### src/rtl/period_meter_pkg.sv
`default_nettype none
// ============================================================================
// period_meter_pkg : state encoding and default timing constants for period_meter
// Rev 1.0
// ============================================================================
package period_meter_pkg;

   typedef enum logic [1:0] {
      WAIT_FIRST = 2'd0,
      MEASURE    = 2'd1,
      TIMEOUT    = 2'd2
   } state_t;

   localparam int unsigned CLK_HZ          = 100_000_000;
   localparam int unsigned DEF_EXP_PERIOD  = CLK_HZ / 10;
   localparam int unsigned DEF_TOL         = 1_000;
   localparam int unsigned DEF_TIMEOUT_CYC = 12_000_000;
   localparam int unsigned DEF_LOCK_CNT    = 3;

endpackage
`default_nettype wire

### src/rtl/sync_edge_det.sv
`default_nettype none
// ============================================================================
// sync_edge_det : two-flop synchroniser plus history flop, rising-edge pulse out
// Rev 1.0
// ============================================================================
module sync_edge_det (
   input  logic clk,
   input  logic rst_n,
   input  logic din,
   output logic rise
);

   logic s1;
   logic s2;
   logic s3;

   always_ff @(posedge clk or posedge rst_n) begin
      if (rst_n) begin
         s1 <= 1'b0;
         s2 <= 1'b0;
         s3 <= 1'b0;
      end else begin
         s1 <= din;
         s2 <= s1;
         s3 <= s2;
      end
   end

   assign rise = s2 & ~s3;

endmodule
`default_nettype wire

### src/rtl/period_meter.sv
`default_nettype none
// ============================================================================
// period_meter : measures clk cycles between rising edges of a slow input
// Rev 1.0
// ============================================================================
module period_meter
   import period_meter_pkg::*;
#(
   parameter int          CNT_W       = 24,
   parameter int unsigned EXP_PERIOD  = DEF_EXP_PERIOD,
   parameter int unsigned TOL         = DEF_TOL,
   parameter int unsigned TIMEOUT_CYC = DEF_TIMEOUT_CYC,
   parameter int unsigned LOCK_CNT    = DEF_LOCK_CNT
) (
   input  logic             clk,
   input  logic             rst_n,
   input  logic             sig_in,
   output logic [CNT_W-1:0] period,
   output logic             period_vld,
   output logic             in_range,
   output logic             locked,
   output logic             timeout
);

   localparam int LOCK_W = (LOCK_CNT < 1) ? 1 : $clog2(LOCK_CNT + 1);

   // Lower bound clamps at zero so the window test stays purely unsigned.
   localparam logic [31:0]       LO_BOUND = (EXP_PERIOD > TOL) ? EXP_PERIOD - TOL : 32'd0;
   localparam logic [31:0]       HI_BOUND = EXP_PERIOD + TOL;
   localparam logic [CNT_W-1:0]  CNT_MAX  = CNT_W'(TIMEOUT_CYC - 1);
   localparam logic [LOCK_W-1:0] LOCK_MAX = LOCK_W'(LOCK_CNT);

   state_t             state;
   state_t             state_nxt;
   logic [CNT_W-1:0]   cnt;
   logic [CNT_W-1:0]   cnt_nxt;
   logic [CNT_W-1:0]   cnt_p1;
   logic [31:0]        cnt_ext;
   logic               rise;
   logic               at_max;
   logic               meas;
   logic               in_range_c;
   logic [LOCK_W-1:0]  lock_ctr;
   logic [LOCK_W-1:0]  lock_ctr_inc;

   sync_edge_det u_sync (
      .clk   (clk),
      .rst_n (rst_n),
      .din   (sig_in),
      .rise  (rise)
   );

   assign cnt_p1       = cnt + CNT_W'(1);
   assign cnt_ext      = 32'(cnt_p1);
   assign at_max       = (cnt == CNT_MAX);
   assign in_range_c   = (cnt_ext >= LO_BOUND) && (cnt_ext <= HI_BOUND);
   assign lock_ctr_inc = (lock_ctr == LOCK_MAX) ? lock_ctr : lock_ctr + LOCK_W'(1);

   // A rise always takes priority over the timeout boundary.
   always_comb begin
      state_nxt = state;
      cnt_nxt   = cnt;
      meas      = 1'b0;
      case (state)
         WAIT_FIRST: begin
            if (rise) begin
               state_nxt = MEASURE;
               cnt_nxt   = '0;
            end else if (at_max) begin
               state_nxt = TIMEOUT;
               cnt_nxt   = '0;
            end else begin
               cnt_nxt   = cnt_p1;
            end
         end
         MEASURE: begin
            if (rise) begin
               meas      = 1'b1;
               cnt_nxt   = '0;
            end else if (at_max) begin
               state_nxt = TIMEOUT;
               cnt_nxt   = '0;
            end else begin
               cnt_nxt   = cnt_p1;
            end
         end
         TIMEOUT: begin
            cnt_nxt = '0;
            if (rise) begin
               state_nxt = MEASURE;
            end
         end
         default: begin
            state_nxt = WAIT_FIRST;
            cnt_nxt   = '0;
         end
      endcase
   end

   always_ff @(posedge clk or posedge rst_n) begin
      if (rst_n) begin
         state      <= WAIT_FIRST;
         cnt        <= '0;
         period     <= '0;
         period_vld <= 1'b0;
         in_range   <= 1'b0;
         locked     <= 1'b0;
         timeout    <= 1'b0;
         lock_ctr   <= '0;
      end else begin
         state      <= state_nxt;
         cnt        <= cnt_nxt;
         period_vld <= meas;
         timeout    <= (state_nxt == TIMEOUT);
         if (meas) begin
            period   <= cnt_p1;
            in_range <= in_range_c;
            if (in_range_c) begin
               lock_ctr <= lock_ctr_inc;
               locked   <= (lock_ctr_inc == LOCK_MAX);
            end else begin
               lock_ctr <= '0;
               locked   <= 1'b0;
            end
         end else if (state_nxt == TIMEOUT) begin
            lock_ctr <= '0;
            locked   <= 1'b0;
         end
      end
   end

endmodule
`default_nettype wire

### config.mk
export PLATFORM = sky130hd
export DESIGN_NAME = period_meter
export DESIGN_NICKNAME = d
export VERILOG_FILES = /design/src/rtl/period_meter_pkg.sv /design/src/rtl/sync_edge_det.sv /design/src/rtl/period_meter.sv
export SDC_FILE = /design/constraint.sdc
export NUM_CORES = 1
export LEC_CHECK = 0
export ABC_AREA = 0
export CAP_MARGIN = 20
export CORE_MARGIN = 8
export CORE_UTILIZATION = 55
export DETAILED_ROUTE_END_ITERATION = 12
export GPL_ROUTABILITY_DRIVEN = 0
export PLACE_DENSITY = 0.77
export SETUP_SLACK_MARGIN = 0.05
export SYNTH_ARGS = -nofsm -noshare
export SYNTH_HDL_FRONTEND = slang
export SYNTH_SLANG_ARGS = --single-unit
export TNS_END_PERCENT = 100
### constraint.sdc
create_clock -name clk -period 7.35 [get_ports clk]
set_clock_uncertainty 0.2 [all_clocks]
set_input_delay 1.1025 -clock clk [delete_from_list [all_inputs] [get_ports clk]]
set_output_delay 1.1025 -clock clk [all_outputs]
set_load 0.05 [all_outputs]
Word-level counts from Yosys, hierarchy flattened:

Index checks and enable logic that the tools add are counted.

* add/sub/neg operators: 2
* order comparisons: 2
* equality and inequality tests: 6
* mux-type cells: 17
* bitwise operators: 2
* reductions and logical operators: 4

Operators with widths (number)
* 24-bit two-way mux: 3
* 24-bit by 1-bit adder with 24-bit output, second input constant: 1
* 24-bit equality test, second input constant: 1
* 24-bit >= comparator, second input constant: 1
* 24-bit <= comparator, second input constant: 1
* 2-bit two-way mux: 8
* 2-bit equality test, second input constant: 4
* 2-bit one-hot mux with 3 select lines: 1
* 1-bit two-way mux: 5
* 2-bit by 1-bit adder with 2-bit output, second input constant: 1
* 2-bit by 1-bit equality test with 1-bit output, second input constant: 1
* 2-bit logical NOT: 1
* 2-bit nonzero test: 1
* 2-bit OR reduction: 1
* 1-bit AND: 1
* 1-bit logical AND: 1
* 1-bit NOT: 1

* register bits after elaboration: 59
* logic and storage cells: 44

Depth between registers and ports, before layout:

Gate-level depths: netlist (run 1).

* word-level depth: 7
* gate-level depth with buffers: 10
* depth with buffers taken out: 9

Modules after synthesis:

From an unflattened synthesis (run 1), not the netlist that was laid out.

* cells, all modules: 315
* area, all modules: 2996.6 um2

Modules (own cells, without submodules)
* period_meter: times used 1, cells an instance 310, area each 2904.0 um2, seq. area each 1401.3 um2
* sync_edge_det: times used 1, cells an instance 5, area each 92.6 um2, seq. area each 75.1 um2

Worst setup path after synthesis (run 1):

Ideal clock, no wire load.

* kind: register -> register
* from: reg cnt[0]
* to: reg lock_ctr[0]
* setup time: 0.076 ns
* arrival: 2.048 ns
* required time: 7.074 ns
* slack: 5.025 ns
* cell stages (with the launch flop): 10
* path through: dfrtp_1 > ha_1 > buf_4 > nand2_1 > nor4_1 > xnor2_1 > nor4bb_1 > o211a_4 > o21ai_0 > o21ai_1

* cells in the longest elaborated chain, start to end: 6
* elaborated cells between the ends (all ways): 13

Ends and longest elaborated chain
* start, declared: RTL line period_meter.sv:35 `logic [CNT_W-1:0] cnt;`
* start signal, assigned: RTL line period_meter.sv:112 `cnt <= cnt_nxt;`
* branches (longest 6 deep; another with 24-bit by 1-bit adder with 24-bit output)
* end signal, assigned: RTL line period_meter.sv:119 `lock_ctr <= lock_ctr_inc;`
* end, declared: RTL line period_meter.sv:43 `logic [LOCK_W-1:0] lock_ctr;`

Parallel ways; which one is timed is not known.
A chain may end at the register's enable or synchronous reset.

Final worst setup path (run 1):

Same ends and word-level chain as after synthesis.

==> flow_summary_export.csv, run 1 <==
group,metric,value,unit
global_routing,grt_pass1_wl,11100,microns
floorplan,core,5510,sq um
job,drv_cap,0,
clocking,insertion_delay,0.35,ns
sta,finalCritPeriodShare,43.6,%
final_layout,area_growth_syn_to_layout,14.2,%
place,dp_cells,401,
synthesis,syn_area_per_cell,9.65,sq um
sta,final-setup-viol-count,0,
final_layout,fin_util,64.8,%
worst_setup_path,cpPeakStageDelay,0.63,ns
floorplan,start_util,56.8,%
synthesis,synthCells,324,
sta,fin_crit,3.20,ns
synthesis,synth_seq_cells,59,
status,outcome,"complete, no violations",
floorplan,rows,27,
sta,hold_slack,0.159,ns
synthesis,synth_warnings,0,
detailed_routing,drc_errors,0,
sta,rsz0062_at_grt,"no",
clocking,cts_root_buf,"clkbuf_8",
worst_setup_path,cp_cell_sequence,"ha_1, inv_1, nor4_1, xnor2_1, nor2_1, a211oi_1, nor3_2, a41oi_1, o21ai_1",
pwr,p_leak,0.00148,uW
detailed_routing,via_per_inst,5.71,
sta,setup_tns,0,ns
pwr,vdd_drop_max,0.000204,V
final_layout,nets,345,
worst_setup_path,cp.arrival,3.23,ns
detailed_routing,ant_nets,0,
synthesis,ys_seq_area_share,47.2,%
sta,slew_violations,0,
worst_setup_path,required,7.37,ns
place,hpwlAfterDp,4390,microns
clocking,cts_buffers,9,
synthesis,synthesis.nets,329,
global_routing,overflow,0,
clocking,cts_resized,0,
floorplan,die_w,91.4,microns
sta,maxSlewHeadroom,39.2,%
detailed_routing,post_drt_wl_per_cell,15.5,microns
clocking,cts_buffer_depth,2,
floorplan,top_level_ports,31,
worst_setup_path,crit_fanout,16,
global_routing,grtUsageTotal,16.4,%
detailed_routing,dr.pass1.iters,4,
clocking,h-tree-depth,3,
hold_path,hold_path.class,"reg2reg",
detailed_routing,wl,6460,microns
floorplan,dieArea,8350,sq um
synthesis,synth.cell_area,3130,sq um
place,port_buffers,30,
worst_setup_path,critPathKind,"reg2reg",
worst_setup_path,cp_num_buf_inv,1,
worst_setup_path,cp-start-kind,"register",
clocking,cts_tree,"built",
final_layout,drive_gt1_share,8.70,%
floorplan,die-height,91.4,microns
pwr,powerDensity,243,nW/um^2
clocking,hold_buffers,0,
synthesis,synth-edff-count,0,
synthesis,async_reset_ff_share,100,%
detailed_routing,first_iter_violations,193,
clocking,cts_setup_buffers,0,
synthesis,synthFlopType,"dfrtp_1",
worst_setup_path,crit_family,"compound AO/OA/AOI/OAI gates",
global_routing,grt_pass1_vias,2250,
clocking,clk_pin_slew,0.07,ns
sta,worst_pin_slew,0.912,ns
global_routing,grt_start_max_net_pins,60,
sta,fmax,312,MHz
worst_setup_path,cp-end-kind,"register",
final_layout,insertedDiodeCount,0,
final_layout,instances_no_fill,417,
synthesis,ys_types,54,
detailed_routing,num_vias,2383,
sta,hold_viol,0,
global_routing,antenna_found_initial,0,
worst_setup_path,cp_slowest_cell,"ha_1",
clocking,cts_sinks,59,
synthesized netlist by cell type (all sizes together) (2+ instances only):
cell / instances / share of area [%]
and4: 4 / 1.1
nand2: 21 / 2.5
a21oi: 26 / 4.2
a32oi: 2 / 0.56
nor4: 8 / 2.8
nor4b: 5 / 1.6
nand2b: 4 / 0.80
o31ai: 2 / 0.48
nand3b: 3 / 0.72
dfrtp: 59 / 47
a31oi: 6 / 1.2
o21ai: 5 / 0.80
and4b: 2 / 0.64
xnor2: 13 / 3.6
nand3: 8 / 1.4
nor2b: 2 / 0.40
inv: 7 / 0.84
o311ai: 3 / 0.84
buf: 17 / 3.2
nor3: 6 / 1.1
o211a: 3 / 1.2
clkbuf: 9 / 1.1
a211oi: 3 / 0.72
and2: 3 / 0.60
o22ai: 3 / 0.60
nor2: 57 / 6.8
xor2: 13 / 3.6
and3: 3 / 0.60
ha: 2 / 0.80
nand4b: 2 / 0.56
nor3b: 2 / 0.48
nand4: 10 / 3.4
sequential cells by signal, indices dropped and copies added (netlist names):
register,count
cnt,24
in_range,1
lock_ctr,2
locked,1
period,24
period_vld,1
state,2
timeout,1
u_sync.s1,1
u_sync.s2,1
u_sync.s3,1
cells by family (layout without fill, tap and decap cells):
| kind of cell | after synthesis | in the layout | synth area share (%) |
|---|---|---|---|
| xor gates and xnor gates | 26 | 26 | 7.28 |
| AOI/OAI and AO/OA | 60 | 60 | 12.6 |
| DFF | 59 | 59 | 47.2 |
| muxes | 2 | 2 | 0.680 |
| adders and majority gates | 2 | 2 | 0.800 |
| buffers and inverters | 33 | 54 | 5.12 |
| and+or+nand+nor | 142 | 142 | 26.2 |
cell usage in the layout, fill, tap and decap left out, drive strengths merged, types with 2 or more instances in the layout:
master	instances
ha	2
nand4	10
nand4b	2
nor2b	2
nand3b	3
nand2	21
a21oi	26
and4b	2
a31oi	6
clkinv	4
nor3	6
o211a	3
xor2	13
o31ai	2
o22ai	3
xnor2	13
o21ai	5
inv	7
nand2b	4
and2	3
a32oi	2
nand3	8
clkdlybuf4s50	30
nor3b	2
a211oi	3
o311ai	3
nor2	57
and4	4
nor4b	5
dfrtp	59
nor4	8
and3	3
clkbuf	11
layout make-up:
cell class                 count  area (sq um)
fill                         445          1940
timing repair buffer          31           308
sequential                    59          1480
tap                           72          90.1
clock buffer                  11           151
multi-input combinational    232          1490
inverter                       7          26.3
clock inverter                 5          27.5
layer usage:
| layer | GRT usage (%) | up-vias | wire length, microns |
|---|---|---|---|
| met5 | 0 | - | 0 |
| met1 | 21.3 | 1143 | 3140 |
| li1 | - | 1176 | - |
| met3 | 6.42 | 10 | 331 |
| met2 | 23.9 | 54 | 2900 |
| met4 | 6.14 | 0 | 93 |
through the flow:
stage               worst slack, ns  cell area, sq um  power, uW
detailed placement             4.20              3390        610
global route                   3.97              3570        912
finish                         4.15              3570        868
CTS                            4.19              3570        877
floorplan                      4.59              3130        550
global placement               4.38              3390        605
report_power, final:
group          switching (uW)  internal (uW)
clock                     127            138
sequential               41.5            355
combinational             139           67.7
total                     307            561
path summary, 6_finish.rpt:
check / start / to / slack (ns) / cells after the start
setup / recovery: cnt[0]$_DFF_PP0_ / lock_ctr[0]$_DFFE_PP0P_ / 4.15 / 9
hold / removal: u_sync.s1$_DFF_PP0_ / u_sync.s2$_DFF_PP0_ / 0.16 / 0
setup reg to reg: cnt[0]$_DFF_PP0_ / lock_ctr[0]$_DFFE_PP0P_ / 4.15 / 9
hold reg to reg: u_sync.s1$_DFF_PP0_ / u_sync.s2$_DFF_PP0_ / 0.16 / 0
max in group asynchronous: rst_n / period[22]$_DFFE_PP0P_ / 5.39 / 3
min in group asynchronous: rst_n / period[3]$_DFFE_PP0P_ / 1.07 / 3
(Power assumes the default switching activity.)
==> run 2: changes to the inputs <==
CORE_UTILIZATION = 51   (was 55)
PLACE_DENSITY = 0.75   (was 0.77)
clock period = 2.7 ns   (was 7.35 ns; I/O delays follow)
==> flow_summary_export.csv, run 2 (same netlist as run 1, synthesis figures left out) <==
group,metric,value,unit
final_layout,largest_registers,"cnt (24), period (24)",
worst_setup_path,crit_fanout,6,
sta,fin_crit,2.61,ns
worst_setup_path,r2r-end,"locked$_DFFE_PP0P_",
worst_setup_path,crit_cells,9,
sta,finalCritPeriodShare,96.5,%
final_layout,nets,370,
worst_setup_path,cp.arrival,2.65,ns
final_layout,final_cell_mix,"nor2_1 (57), dfrtp_1 (55), clkdlybuf4s50_1 (30)",
detailed_routing,drc_errors,0,
clocking,h-tree-depth,3,
global_routing,overflow,0,
clocking,cts_tree,"built",
worst_setup_path,cp-start-kind,"register",
worst_setup_path,cp_cell_sequence,"ha_4, nand4_1, nor4_4, buf_4, a21oi_1, o211a_1, o2111a_1, o211a_4, a32o_1",
worst_setup_path,crit_start,"cnt[1]$_DFF_PP0_",
detailed_routing,first_iter_violations,164,
worst_setup_path,r2r-start,"cnt[1]$_DFF_PP0_",
final_layout,area_growth_syn_to_layout,24.2,%
pwr,vdd_drop_max,0.000563,V
detailed_routing,post_drt_wl_per_cell,16.5,microns
floorplan,core,5920,sq um
global_routing,grt_pass1_vias,2462,
sta,maxSlewHeadroom,64.1,%
floorplan,die_w,94.3,microns
pwr,powerDensity,667,nW/um^2
place,port_buffers,30,
global_routing,grt_start_max_net_pins,31,
final_layout,fillers,477,
clocking,cts_buffer_depth,2,
worst_setup_path,critPathKind,"reg2reg",
detailed_routing,top_layer_used,"met4",
clocking,cts_sinks,59,
detailed_routing,via_per_inst,5.78,
worst_setup_path,reg2reg_slack,0.09,ns
sta,hold_viol,0,
global_routing,grt_pass1_wl,11800,microns
place,hpwlAfterDp,5010,microns
global_routing,antenna_found_initial,0,
worst_setup_path,cp_slowest_cell,"dfrtp_1",
clocking,cts_buffers,9,
worst_setup_path,cpPeakStageDelay,0.40,ns
global_routing,grtUsageTotal,17.0,%
floorplan,top_level_ports,31,
sta,worst_pin_slew,0.537,ns
detailed_routing,num_vias,2574,
worst_setup_path,reg2reg_depth,9,
worst_setup_path,cp_num_buf_inv,1,
floorplan,dieArea,8890,sq um
sta,fin_ws,0.0949,ns
final_layout,mostFrequentLayoutCell,"nor2_1",
detailed_routing,dr.pass1.iters,4,
worst_setup_path,cp-end-kind,"register",
clocking,cts_root_buf,"clkbuf_8",
worst_setup_path,required,2.74,ns
place,place_worst_setup_slack,-0.0869,ns
detailed_routing,ant_nets,0,
final_layout,drive_gt1_share,18.6,%
worst_setup_path,crit_family,"compound AO/OA/AOI/OAI gates",
detailed_routing,wl_met3,367,microns
pwr,p_leak,0.00164,uW
worst_setup_path,cp-endpoint,"locked$_DFFE_PP0P_",
final_layout,seqCellArea,1480,sq um
sta,rsz0062_at_grt,"yes",
detailed_routing,wl,7330,microns
clocking,insertion_delay,0.35,ns
clocking,hold_buffers,0,
job,drv_cap,0,
floorplan,die-height,94.3,microns
sta,hold_slack,0.121,ns
floorplan,rows,28,
hold_path,hold_path.class,"in2async",
sta,slew_violations,0,
sta,fmax,384,MHz
floorplan,start_util,52.8,%
detailed_routing,wl_met2,3400,microns
detailed_routing,drt-met1-wl,3320,microns
sta,final-setup-viol-count,0,
clocking,clk_pin_slew,0.07,ns
status,outcome,"complete, no violations",
final_layout,multiInputGateArea,1570,sq um
final_layout,insertedDiodeCount,0,
## run 2: power by group
group / internal [uW] / total (uW) / switching (uW) / leakage, uW
registers: 968 / 1030 / 63.2 / 0.000751
logic: 240 / 696 / 456 / 0.000786
clock network: 516 / 863 / 346 / 0.000103
total: 1720 / 2590 / 865 / 0.00164
## run 2: cell type report
class                   count  share of cell area [%]
clock inverters             5                    2.00
inverters                   7                   0.677
multi-input cells         232                    40.4
clock buffers              11                    3.38
well taps                  75                    2.42
flip-flops and latches     59                    38.1
repair buffers             56                    13.0
## run 2: what timing repair did
action,4_1_cts,5_1_grt
gates cloned,0,0
pin swaps,0,7
setup endpoints to repair,4,4
resized for setup,5,16
buffers inserted,0,8
## run 2: routing by layer
metal	vias to the layer above	track usage, %
li1	1228	-
met1	1240	22.0
met2	85	25.3
met3	21	3.52
met4	0	11.2
met5	-	0
## run 2: stage by stage
| step | cell area (sq um) | util, % | TNS (ns) | cells | total power (uW) |
|---|---|---|---|---|---|
| after CTS | 3760 | 63.5 | 0 | 437 | 2590 |
| final | 3880 | 65.6 | 0 | 445 | 2590 |
| after detailed placement | 3540 | 59.7 | -0.0932 | 421 | 1710 |
| after global placement | 3540 | 59.7 | 0 | 421 | 1700 |
| after global routing | 3880 | 65.6 | 0 | 445 | 2700 |
| after floorplan | 3130 | - | 0 | 324 | 1500 |
## run 2: worst min-delay path by stage
stage,slack [ns],depth (start not counted),startpoint,endpoint
global placement,0.13,0,u_sync.s1$_DFF_PP0_,u_sync.s2$_DFF_PP0_
CTS,0.13,2,rst_n,period[3]$_DFFE_PP0P_
floorplan,0.13,0,u_sync.s1$_DFF_PP0_,u_sync.s2$_DFF_PP0_
detailed placement,0.14,0,u_sync.s1$_DFF_PP0_,u_sync.s2$_DFF_PP0_
global route,0.16,2,rst_n,period[3]$_DFFE_PP0P_
finish,0.12,2,rst_n,period[3]$_DFFE_PP0P_
